[src/rtl/h14tx_tmds_lane_encoder.sv]
// h14tx_tmds_lane_encoder
// Multi-lane HDMI 1.4 TMDS channel encoder. Per lane it produces 10-bit symbols for video
// (transition-minimised, DC-balanced), control, TERC4 data island and both guard bands.
// Two-stage pipeline: stage 1 registers inputs plus the transition-minimised word and its
// ones/zeros counts, stage 2 selects the symbol and updates that lane's running disparity.
// Optional feature macro: H14TX_TMDS_TERC4_EN. When undefined, the TERC4 table and aux path
// are removed, ISLAND/ISLAND_GB encode the ctrl inputs and i_aux is ignored.

module h14tx_tmds_lane_encoder #(
    parameter int unsigned LANES  = 3,
    parameter int unsigned DISP_W = 5
) (
    input  logic                      clk,
    input  logic                      rst_n,
    input  logic                      i_enable,
    input  logic [2:0]                i_mode,
    input  logic [8*LANES-1:0]        i_video,
    input  logic [2*LANES-1:0]        i_ctrl,
    input  logic [4*LANES-1:0]        i_aux,
    output logic [10*LANES-1:0]       o_symbol,
    output logic [DISP_W*LANES-1:0]   o_disparity
);

    localparam logic [2:0] MODE_CTRL      = 3'd0;
    localparam logic [2:0] MODE_VIDEO     = 3'd1;
    localparam logic [2:0] MODE_ISLAND    = 3'd2;
    localparam logic [2:0] MODE_VIDEO_GB  = 3'd3;
    localparam logic [2:0] MODE_ISLAND_GB = 3'd4;

    localparam logic [9:0] SYM_GB_EVEN = 10'b1011001100;
    localparam logic [9:0] SYM_GB_ODD  = 10'b0100110011;

    // Control-period symbols, indexed by {D1, D0}.
    function automatic logic [9:0] ctrl_sym(input logic [1:0] c);
        logic [9:0] q;
        q = 10'b1101010100;
        unique case (c)
            2'b00: q = 10'b1101010100;
            2'b01: q = 10'b0010101011;
            2'b10: q = 10'b0101010100;
            2'b11: q = 10'b1010101011;
        endcase
        return q;
    endfunction

`ifdef H14TX_TMDS_TERC4_EN
    // TERC4 data-island symbols, indexed by the aux nibble.
    function automatic logic [9:0] terc4_sym(input logic [3:0] d);
        logic [9:0] q;
        q = 10'b1010011100;
        unique case (d)
            4'h0: q = 10'b1010011100;
            4'h1: q = 10'b1001100011;
            4'h2: q = 10'b1011100100;
            4'h3: q = 10'b1011100010;
            4'h4: q = 10'b0101110001;
            4'h5: q = 10'b0100011110;
            4'h6: q = 10'b0110001110;
            4'h7: q = 10'b0100111100;
            4'h8: q = 10'b1011001100;
            4'h9: q = 10'b0100111001;
            4'hA: q = 10'b0110011100;
            4'hB: q = 10'b1011000110;
            4'hC: q = 10'b1010001110;
            4'hD: q = 10'b1001110001;
            4'hE: q = 10'b0101100011;
            4'hF: q = 10'b1011000011;
        endcase
        return q;
    endfunction
`else
    logic w_unused_aux;
    assign w_unused_aux = ^i_aux;
`endif

    // Stage-1 state shared by all lanes: a flushed or reset stage encodes nothing.
    logic       r_valid;
    logic [2:0] r_mode;

    // Stage 1 shared control: capture period, flush on enable low.
    always_ff @(posedge clk or negedge rst_n) begin
        if (!rst_n) begin
            r_valid <= 1'b0;
            r_mode  <= MODE_CTRL;
        end else if (!i_enable) begin
            r_valid <= 1'b0;
            r_mode  <= MODE_CTRL;
        end else begin
            r_valid <= 1'b1;
            r_mode  <= i_mode;
        end
    end

    for (genvar g = 0; g < LANES; g++) begin : g_lane
        localparam logic [9:0] SYM_GB_VIDEO = ((g % 2) == 0) ? SYM_GB_EVEN : SYM_GB_ODD;
        localparam bit         IS_LANE0     = (g == 0);

        logic [7:0] w_video;
        logic [3:0] w_pop;
        logic       w_use_xnor;
        logic [8:0] w_ir;
        logic [4:0] w_n1;
        logic [4:0] w_n0;

        logic [8:0] r_ir;
        logic [4:0] r_n1;
        logic [4:0] r_n0;
        logic [1:0] r_ctrl;
`ifdef H14TX_TMDS_TERC4_EN
        logic [3:0] r_aux;
`endif

        logic [DISP_W-1:0] w_n1x;
        logic [DISP_W-1:0] w_n0x;
        logic [DISP_W-1:0] w_two;
        logic              w_disp_pos;
        logic              w_disp_neg;
        logic [9:0]        w_sym_d;
        logic [DISP_W-1:0] w_disp_d;

        logic [9:0]        r_sym;
        logic [DISP_W-1:0] r_disp;

        assign w_video = i_video[8*g +: 8];

        // Stage 1 combinational: transition-minimised word and its ones/zeros counts.
        always_comb begin
            w_pop = '0;
            for (int i = 0; i < 8; i++) begin
                w_pop = w_pop + {3'b000, w_video[i]};
            end
            // Tie-break on bit 0 when the byte is exactly half ones.
            w_use_xnor = (w_pop > 4'd4) || ((w_pop == 4'd4) && !w_video[0]);
            w_ir       = '0;
            w_ir[0]    = w_video[0];
            for (int i = 1; i < 8; i++) begin
                w_ir[i] = w_use_xnor ? ~(w_ir[i-1] ^ w_video[i]) : (w_ir[i-1] ^ w_video[i]);
            end
            w_ir[8] = ~w_use_xnor;
            w_n1    = '0;
            for (int i = 0; i < 8; i++) begin
                w_n1 = w_n1 + {4'b0000, w_ir[i]};
            end
            w_n0 = 5'd8 - w_n1;
        end

        // Stage 1 per-lane registers; cleared by reset and by a flush.
        always_ff @(posedge clk or negedge rst_n) begin
            if (!rst_n) begin
                r_ir   <= '0;
                r_n1   <= '0;
                r_n0   <= '0;
                r_ctrl <= '0;
`ifdef H14TX_TMDS_TERC4_EN
                r_aux  <= '0;
`endif
            end else if (!i_enable) begin
                r_ir   <= '0;
                r_n1   <= '0;
                r_n0   <= '0;
                r_ctrl <= '0;
`ifdef H14TX_TMDS_TERC4_EN
                r_aux  <= '0;
`endif
            end else begin
                r_ir   <= w_ir;
                r_n1   <= w_n1;
                r_n0   <= w_n0;
                r_ctrl <= i_ctrl[2*g +: 2];
`ifdef H14TX_TMDS_TERC4_EN
                r_aux  <= i_aux[4*g +: 4];
`endif
            end
        end

        assign w_n1x      = DISP_W'(r_n1);
        assign w_n0x      = DISP_W'(r_n0);
        assign w_two      = {{(DISP_W-2){1'b0}}, 2'b10};
        assign w_disp_neg = r_disp[DISP_W-1];
        assign w_disp_pos = !r_disp[DISP_W-1] && (r_disp != '0);

        // Stage 2 combinational: symbol select and two's-complement disparity update.
        always_comb begin
            w_sym_d  = '0;
            w_disp_d = '0;
            if (r_valid) begin
                case (r_mode)
                    MODE_VIDEO: begin
                        if ((r_disp == '0) || (r_n1 == r_n0)) begin
                            w_sym_d  = {~r_ir[8], r_ir[8], r_ir[8] ? r_ir[7:0] : ~r_ir[7:0]};
                            w_disp_d = r_ir[8] ? (r_disp + w_n1x - w_n0x)
                                               : (r_disp + w_n0x - w_n1x);
                        end else if ((w_disp_pos && (r_n1 > r_n0)) ||
                                     (w_disp_neg && (r_n1 < r_n0))) begin
                            w_sym_d  = {1'b1, r_ir[8], ~r_ir[7:0]};
                            w_disp_d = r_disp + w_n0x - w_n1x + (r_ir[8] ? w_two : '0);
                        end else begin
                            w_sym_d  = {1'b0, r_ir[8], r_ir[7:0]};
                            w_disp_d = r_disp + w_n1x - w_n0x - (r_ir[8] ? '0 : w_two);
                        end
                    end
                    MODE_VIDEO_GB: w_sym_d = SYM_GB_VIDEO;
`ifdef H14TX_TMDS_TERC4_EN
                    MODE_ISLAND:    w_sym_d = terc4_sym(r_aux);
                    MODE_ISLAND_GB: w_sym_d = IS_LANE0 ? terc4_sym(r_aux) : SYM_GB_ODD;
`endif
                    // CTRL, reserved codes and (without TERC4) the island periods.
                    default:       w_sym_d = ctrl_sym(r_ctrl);
                endcase
            end
        end

        // Stage 2 registers: symbol and running disparity, cleared on reset or flush.
        always_ff @(posedge clk or negedge rst_n) begin
            if (!rst_n) begin
                r_sym  <= '0;
                r_disp <= '0;
            end else if (!i_enable) begin
                r_sym  <= '0;
                r_disp <= '0;
            end else begin
                r_sym  <= w_sym_d;
                r_disp <= w_disp_d;
            end
        end

        assign o_symbol[10*g +: 10]            = r_sym;
        assign o_disparity[DISP_W*g +: DISP_W] = r_disp;
    end

endmodule

[config.mk]
export PLATFORM = sky130hd
export DESIGN_NAME = h14tx_tmds_lane_encoder
export DESIGN_NICKNAME = d
export VERILOG_FILES = /design/src/rtl/h14tx_tmds_lane_encoder.sv
export SDC_FILE = /design/constraint.sdc
export NUM_CORES = 1
export LEC_CHECK = 0
export CAP_MARGIN = 20
export CORE_UTILIZATION = 45
export DETAILED_ROUTE_END_ITERATION = 6
export PLACE_DENSITY = 0.66
export RECOVER_POWER = 100
export SYNTH_ARGS = -nofsm -noshare
export SYNTH_HDL_FRONTEND = slang
export SYNTH_SLANG_ARGS = --single-unit
[constraint.sdc]
create_clock -name clk -period 3.68 [get_ports clk]
set_input_delay 0.368 -clock clk [delete_from_list [all_inputs] [get_ports clk]]
set_output_delay 0.368 -clock clk [all_outputs]
set_load 0.01 [all_outputs]
======== Word level (Yosys, flattened, before mapping) ========
Index checks and enable logic that the tools add are counted.
storage, ports and cells
  bits of input ports ..................... 48
  bits in registers ....................... 112
  word-level logic and storage cells ...... 276
  output and inout bits ................... 45
cells by class
  bitwise operators ....................... 51
  mux-type cells .......................... 80
  eq/ne operators ......................... 17
  reduce and logical (&&, ||, !) cells .... 36
  magnitude comparators ................... 9
  $add $sub $neg .......................... 63
operator list
  operator                                number
  10-bit two-way mux                      12
  5-bit two-way mux                       24
  10-bit one-hot mux with 4 select lines  3
  10-bit one-hot mux with 2 select lines  3
  4-bit by 1-bit adder with 4-bit output  12
  5-bit by 1-bit adder with 5-bit output  9
  5-bit adder                             6
  5-bit subtractor                        6
  9-bit two-way mux                       3
  1-bit NOT                               27
  3-bit by 1-bit adder with 4-bit output  6
  8-bit two-way mux                       3
  8-bit NOT                               3
  1-bit two-way mux                       22
  1-bit bitwise XOR                       21
  2-bit by 1-bit adder with 3-bit output  6
  2-bit two-way mux                       9
  4-bit by 1-bit adder with 5-bit output  3
  5-bit by 2-bit adder with 5-bit output  3
  5-bit equality test                     3
  5-bit > comparator                      3
  5-bit zero test                         3
  5-bit < comparator                      3
  5-bit nonzero test                      3
  other kinds (14)                        60

======== Longest topological paths before layout ========
Gate-level depths: netlist (run 1).
  word-level depth ........................ 32
  gate-level depth with buffers ........... 23
  depth with buffers taken out ............ 23

======== Worst setup path after synthesis (run 1) ========
No wires, ideal clock.
  path type ............................... input to register
  start ................................... input port i_video[16]
  end ..................................... register g_lane[2].r_n0[3]
  setup time .............................. 132 ps
  stages on the path ...................... 23
  arrival time ............................ 6260 ps
  required time ........................... 3548 ps
  buffers on the path ..................... 0
  setup slack ............................. -2711 ps
  path through ............................ inv_1 > fa_1 > fa_1 > fa_1 > inv_1 > ha_1 > fa_1 > nor3b_1 > o21ai_0 > a21oi_1 > xor2_1 > fa_1 > fa_1 > inv_1 > fa_1 > ha_1 > inv_1 > fa_1 > nor2b_1 > mux2i_1 > nor2_1 > a21oi_1 > nor2_1
between the ends
  word-level cells in the longest chain between the ends .. 32
  elaborated cells on any way between the ends .. 42
  those cells by class .................... add/sub: 15; order compare: 1; eq/ne: 1; mux: 8; bitwise: 14; reduce/logical: 3
ends and longest elaborated chain
  element                                                                          line  text
  from (decl)                                                                      17    input logic [8*LANES-1:0] i_video,
  branches (longest 29 deep; another with 3-bit by 1-bit adder with 4-bit output)  --
  5-bit by 1-bit adder with 5-bit output (*)                                       142   w_n1 = w_n1 + {4'b0000, w_ir[i]};
  4-bit by 5-bit subtractor with 5-bit output (*)                                  144   w_n0 = 5'd8 - w_n1;
  5-bit two-way mux (*)                                                            157   end else if (!i_enable) begin
  to (signal assigned)                                                             168   r_n0 <= w_n0;
  to (decl)                                                                        107   logic [4:0] r_n0;
Mark *: on every way between the ends.

======== Final worst setup path (run 1) ========
  start ................................... input port i_video[17]
  end ..................................... register g_lane[2].r_n0[3]
Same word-level chain as after synthesis.

==> results of run 1 <==
## cells by family (layout without fill, tap and decap cells)
| kind of cell | count (synthesis) | count (layout) | share of synthesized area [%] |
|---|---|---|---|
| AOI/OAI and AO/OA | 124 | 124 | 10.0 |
| xor gates and xnor gates | 97 | 97 | 11.1 |
| adders and majority gates | 135 | 135 | 24.7 |
| buffers and inverters | 147 | 330 | 6.91 |
| DFF | 106 | 106 | 32.6 |
| muxes | 17 | 17 | 2.45 |
| and+or+nand+nor | 193 | 193 | 12.3 |
## repair_timing
item / 4_1_cts / 5_1_grt
pin swaps: 45 / 45
setup endpoints to repair: 36 / 34
gates resized for setup: 91 / 32
buffers inserted: 19 / 14
## metrics by stage
stage	setup WS, ps	setup TNS (ps)	util [%]	cell area, um2
after detailed placement	-3210	-76810	57.1	9980
after global placement	-3120	-73460	57.1	9980
after floorplan	-2450	-48120	-	8360
final	-2360	-48000	61.9	10800
after global routing	-2580	-53300	61.9	10800
after CTS	-2550	-52200	61.0	10700
## layer usage
layer	up-vias	track usage (%)	share of wire, %
li1	2989	-	-
met1	2873	28.6	48
met2	99	32.8	48
met3	23	1.86	2.3
met4	0	6.36	1.7
met5	-	0	0
## flip-flops by register name (all words and copies together) (netlist names)
signal and count:
g_lane.r_n0 15, r_valid 1, g_lane.r_ir 27, g_lane.r_ctrl 6, g_lane.r_n1 9, r_mode 3
g_lane.r_disp 15, g_lane.r_sym 30
## tightest hold or removal path, delay by kind of cell
kind	cells	cell delay, ps
and+or+nand+nor	1	40
buffers and inverters	3	260
## layout make-up
| cell class | count | area [um2] | area share [%] |
|---|---|---|---|
| multi-input cells | 566 | 5380 | 49.8 |
| flip-flops and latches | 106 | 2650 | 24.5 |
| repair buffers | 180 | 1610 | 14.8 |
| inverters | 134 | 556 | 5.14 |
| well taps | 225 | 282 | 2.60 |
| clock buffers | 10 | 239 | 2.21 |
| clock inverters | 6 | 97.6 | 0.903 |
## how the worst max path moves through the flow
stage / cells after the start / endpoint
3_5_place_dp: 24 / g_lane[2].r_n0[3]
4_1_cts: 25 / g_lane[0].r_n0[3]
2_1_floorplan: 23 / g_lane[0].r_n0[3]
6_report: 25 / g_lane[2].r_n0[3]
5_1_grt: 25 / g_lane[2].r_n0[3]
3_3_place_gp: 24 / g_lane[2].r_n0[3]
## synth_stat cells (3+ instances only)
master	count	area (um2)
nand3_1	6	30.0
and2_1	29	181
nor2_1	80	300
fa_1	42	841
nand2_1	17	63.8
nand3b_1	3	22.5
a21boi_0	3	22.5
xnor2_1	70	613
o211ai_1	3	22.5
or3_1	3	18.8
o211a_1	9	90.1
o21ai_0	20	100
inv_1	132	495
o21a_1	3	22.5
a21oi_1	41	205
clkbuf_1	12	45.0
nor3b_1	12	90.1
xnor2_2	3	48.8
dfrtp_1	106	2650
a31oi_1	6	37.5
o31ai_1	3	22.5
mux2_2	3	33.8
nor2b_1	6	37.5
ha_1	93	1160
nor3_1	20	100
nand4b_1	3	26.3
or3b_2	5	43.8
xor2_1	22	193
a211oi_1	21	158
a21o_1	8	60.1
nor4bb_1	3	30.0
mux2i_1	12	120
==> summary.md, run 1 <==
| Metric | Value |
|---|---|
| CP max FO | 3 |
| First-pass iteration count of the detailed router | 4 |
| Buffers and inverters on the worst path | 6 |
| Final critical path time including I/O delays and setup | ~6000 ps |
| Critical Path Sink Type | flop |
| Post-detailed-placement half-perimeter wirelength | approximately 13000 um |
| All-layer global routing usage | 20.3% |
| Worst path setup slack after routing | -2360 ps |
| Rows | 48 |
| Drt drc | 0 |
| Mean cell area of the mapped netlist | 9.93 um2 |
| I/O pin cnt | 93 |
| Post-synth design cell area | between 0.008 and 0.009 mm2 |
| Count of synthesis-stage warnings from yosys | 0 |
| Stage delay of the slowest cell on the critical path | 560 ps |
| Number of enable flip-flop cells after synthesis | 0 |
| Routability-driven placement congestion ratio | 0.866 |
| Vias in the first global route | about 5900 |
| #FFs+latches synth | 106 |
| Die Ht | 136 um |
| Final-layout fill cell count | ~1400 |
| Hold slack final | 344 ps |
| Final-report max-slew violation count | 62 |
| Start of the worst register-to-register path | g_lane[0].r_disp[1] |
| Reg clk slew, reported paths | 70 ps |
| Mapped Cells | between 800 and 900 |
| Crit path launch | i_video[17] |
| Layout net count | 1180 |
| Final number of hold-violating endpoints | 0 |
| Number of buffers created by CTS | 9 |
| Wire length of the first global-routing pass | 29100 um |
| Worst Path Class, Setup | primary input to flop |
| Max Root-Sink Buffers | 2 |
| Final ANT Viol Nets | 0 |
| Endpoint of the worst hold-timing path | g_lane[0].r_ir[0] |
| Largest delay share family, worst path | adder cells |
| Maximum clock rate | 0.166 GHz |
| Async set-or-reset flop fraction in the synthesized netlist | 100% |
| Data required time of the worst path | 3880 ps |
| Final setup violation count | 24 |
| Leading cell types in the layout, fill and taps excluded | inv_1, dfrtp_1, ha_1, buf_4, nor2_1 |
| Cts hold-fix bufs | 0 |
| Core ar. | approximately 0.017 mm2 |
| Total Routed Length | 17600 um |
| Headroom to the max-slew limit | -1.07% |
| Initial detailed-routing violation count | 356 |
| Number of antenna repair diodes | 0 |
| Most common cell type on the critical path | fa_1 |
| Final cell count without fillers | 1227 |
| Reg-to-reg slack, setup | 690 ps |
| Number of instances on the worst hold path | 4 |
| Hold path startpoint | i_video[0] |
| Most common cell after layout, fill and taps aside | inv_1 |
| Synth-to-layout area growth | 33.0% |
| Worst-skew pair later-pin latency | 350 ps |
| Result of the run | complete, but fails checks |
| CP startpoint kind | primary input |
| Maximum level of the CTS H-tree | 3 |
| Final global-route overflow total | 0 |
| Count of cells along the worst register-to-register path | 11 |
| Clock root cell | clkbuf_16 |
| Worst-Margin Slew | 1520 ps |
| Number of input and output port buffers inserted | 80 |
| Share of final-layout standard cells stronger than drive strength 1 | 22.8% |
| Endpoint of the worst-slack reg-to-reg timing path | g_lane[0].r_disp[2] |
| Part of the Yosys area used for sequential elements | 32.6% |
| Number of clock sinks | approximately 110 |
| Total die area | 0.0186 mm2 |
| Cell count after placement | 1191 |
| Worst-case clock skew | 8.44 ps |
| Part of the cycle the worst path needs | 164% |
| Via density per instance | 4.88 |
| Width of the die | 136 um |
| Post-synthesis net count | 1002 |
| CTS tree | done |
| Pin count of the biggest net entering global routing | 62 |
| Master of the slowest instance on the critical path | fa_2 |
| Path type of the worst min-delay path | primary input to flop |
| Initial antenna violation count | 0 |
| Count of unique library cells instantiated by Yosys | 47 |
| Effective utilization at floorplan | ~47% |
| Failing checks | max-capacitance violations, max-slew violations, negative setup slack |
| Max-cap violation count | 1 |
| Routed wirelength normalized by instance count | 14.4 um |
| Setup repair after global routing missed its margin | true |
| Critical Path AT | 6240 ps |
| Number of vias after detailed routing | 5984 |
| Top flip-flop cell by instance count after synthesis | dfrtp_1 |
Power of run 1 is left out: the tool's default activity adds up to more than one toggle a clock period on the data nets, which glitch-free logic cannot reach.
==> run 2: changes to the inputs <==
ABC_CLOCK_PERIOD_IN_PS = 3680   (was default)
CORE_ASPECT_RATIO = 1.25   (was default)
GPL_ROUTABILITY_DRIVEN = 0   (was default)
==> run 2 against run 1 <==
Non-clock buffer count unchanged; critical endpoint unchanged; die area about the same; the flow still finishes with violations (max-capacitance violations, max-slew violations, negative setup slack); wire length up 0.37%; via count up 0.40%; count of clock-buffer cells in the layout unchanged; sequential cell count unchanged; worst setup slack worse by 37 ps; final area down 0.96%; clock skew up 3.0 ps; sequential share of layout area up 0.24 points.
==> summary.md, run 2 (synthesis results as in run 1) <==
| Metric | Value |
|---|---|
| Maximum clock rate | 0.165 GHz |
| CTS tree | done |
| Share of final-layout standard cells stronger than drive strength 1 | 21.2% |
| Leading cell types in the layout, fill and taps excluded | inv_1, dfrtp_1, ha_1, nor2_1, buf_4 |
| Vias in the first global route | 6294 |
| I/O pin cnt | 93 |
| Worst-Margin Slew | 2740 ps |
| Hold slack final | 335 ps |
| First-pass iteration count of the detailed router | 4 |
| Part of the cycle the worst path needs | 165% |
| Start of the worst register-to-register path | g_lane[2].r_n1[2] |
| Number of instances on the worst hold path | 4 |
| All-layer global routing usage | roughly a fifth |
| Layout net count | ~1200 |
| Final-report max-slew violation count | 52 |
| Wire length of the first global-routing pass | 30300 um |
| Reg clk slew, reported paths | 80 ps |
| Endpoint of the worst-slack reg-to-reg timing path | g_lane[2].r_sym[4] |
| Via density per instance | between 4 and 5 |
| Number of antenna repair diodes | 0 |
| Max-cap violation count | 1 |
| Worst path setup slack after routing | -2400 ps |
| Register name with the most flops | g_lane.r_sym |
| Endpoint of the worst hold-timing path | g_lane[1].r_ir[0] |
| Worst-case clock skew | 11.5 ps |
| Worst Path Class, Setup | primary input to flop |
| Total Routed Length | between 15000 and 20000 um |
| Total die area | 0.0186 mm2 |
| Data required time of the worst path | roughly 3900 ps |
| Failing checks | max-capacitance violations, max-slew violations, negative setup slack |
| Pin count of the biggest net entering global routing | 57 |
| Final global-route overflow total | 0 |
| CP startpoint kind | primary input |
| Rows | 54 |
| Count of cells along the worst register-to-register path | 8 |
| Core ar. | 0.0176 mm2 |
| Synth-to-layout area growth | 31.7% |
| Final ANT Viol Nets | 0 |
| Setup repair after global routing missed its margin | true |
| Hold path startpoint | i_video[8] |
| Reg-to-reg slack, setup | 440 ps |
| Number of buffers created by CTS | 9 |
| Number of input and output port buffers inserted | 80 |
| Final number of hold-violating endpoints | 0 |
| Initial antenna violation count | 0 |
| Critical Path Sink Type | flop |
| Initial detailed-routing violation count | 292 |
| Effective utilization at floorplan | 46.3% |
| Worst-skew pair later-pin latency | approximately 360 ps |
| Critical Path AT | 6320 ps |
| Most common cell after layout, fill and taps aside | inv_1 |
| Post-detailed-placement half-perimeter wirelength | 13400 um |
| CP max FO | 3 |
| Top Registers | g_lane.r_sym: 30 flops, g_lane.r_ir: 27 flops |
| Path type of the worst min-delay path | primary input to flop |
| Maximum level of the CTS H-tree | 3 |
| Clock root cell | clkbuf_16 |
| Width of the die | 122 um |
| Headroom to the max-slew limit | -82.8% |
| Final-layout fill cell count | about 1500 |
| Final critical path time including I/O delays and setup | 6080 ps |
| Result of the run | complete, but fails checks |
| Routed wirelength normalized by instance count | roughly 14 um |
| Flip-flop count of the largest register after layout | 30 |
| Drt drc | 0 |
| Max Root-Sink Buffers | 2 |
| Final setup violation count | 25 |
| Number of clock sinks | 106 |
| Die Ht | between 150 and 200 um |
| Number of vias after detailed routing | 6008 |
[run 2: stage by stage]
step | TNS [ps] | setup WS, ps | util, % | instances | cell area, um2
2_1_floorplan | -48120 | -2450 | - | 819 | 8360
3_3_place_gp | -73820 | -3110 | 56.9 | 1190 | 9990
3_5_place_dp | -78020 | -3270 | 56.9 | 1190 | 9990
4_1_cts | -51060 | -2550 | 60.4 | 1219 | 10600
5_1_grt | -52670 | -2600 | 61.0 | 1226 | 10700
6_report | -47390 | -2400 | 61.0 | 1226 | 10700
[run 2: how the worst max path moves through the flow]
stage,start,end,slack (ps)
floorplan,i_video[0],g_lane[0].r_n0[3],-2450
global placement,i_video[19],g_lane[2].r_n0[3],-3110
detailed placement,i_video[19],g_lane[2].r_n0[3],-3270
CTS,i_video[0],g_lane[0].r_n0[3],-2550
global route,i_video[19],g_lane[2].r_n0[3],-2600
finish,i_video[19],g_lane[2].r_n0[3],-2400
[run 2: worst max-delay path: stages]
cell and delay [ps]:
buf_8 90, inv_8 20, fa_1 570, fa_1 430, fa_1 490, inv_1 40, ha_2 180, fa_1 440
nor3b_2 190, o21ai_1 110, a21oi_2 280, xor2_2 230, fa_1 440, fa_1 510, inv_2 40, fa_2 550
ha_4 140, inv_2 40, fa_2 530, nor2b_4 150, mux2i_1 180, nor2_1 70, a21oi_1 160, nor2_1 60
[run 2: layout make-up]
class / instances / area (um2) / area share (%)
Clock buffer: 10 / 229 / 2.14
Clock inverter: 6 / 96.3 / 0.900
Inverter: 134 / 551 / 5.14
Multi-Input combinational cell: 566 / 5280 / 49.3
Sequential cell: 106 / 2650 / 24.8
Tap cell: 224 / 280 / 2.62
Timing Repair Buffer: 180 / 1620 / 15.1
[run 2: repair_timing]
item,in CTS,in global routing
hold buffers,0,0
pin swaps,49,44
gates resized for setup,89,22
setup buffers,15,11
endpoints found under the setup margin,36,32
[run 2: routing by layer]
| metal | up-vias | GRT usage (%) | part of all wire (%) |
|---|---|---|---|
| met5 | - | 0 | 0 |
| met4 | 0 | 8.19 | 2.4 |
| met3 | 31 | 2.54 | 2.2 |
| met2 | 83 | 35.8 | 52 |
| met1 | 2900 | 26.3 | 43 |
| li1 | 2994 | - | - |
Power of run 2 is left out for the same reason.
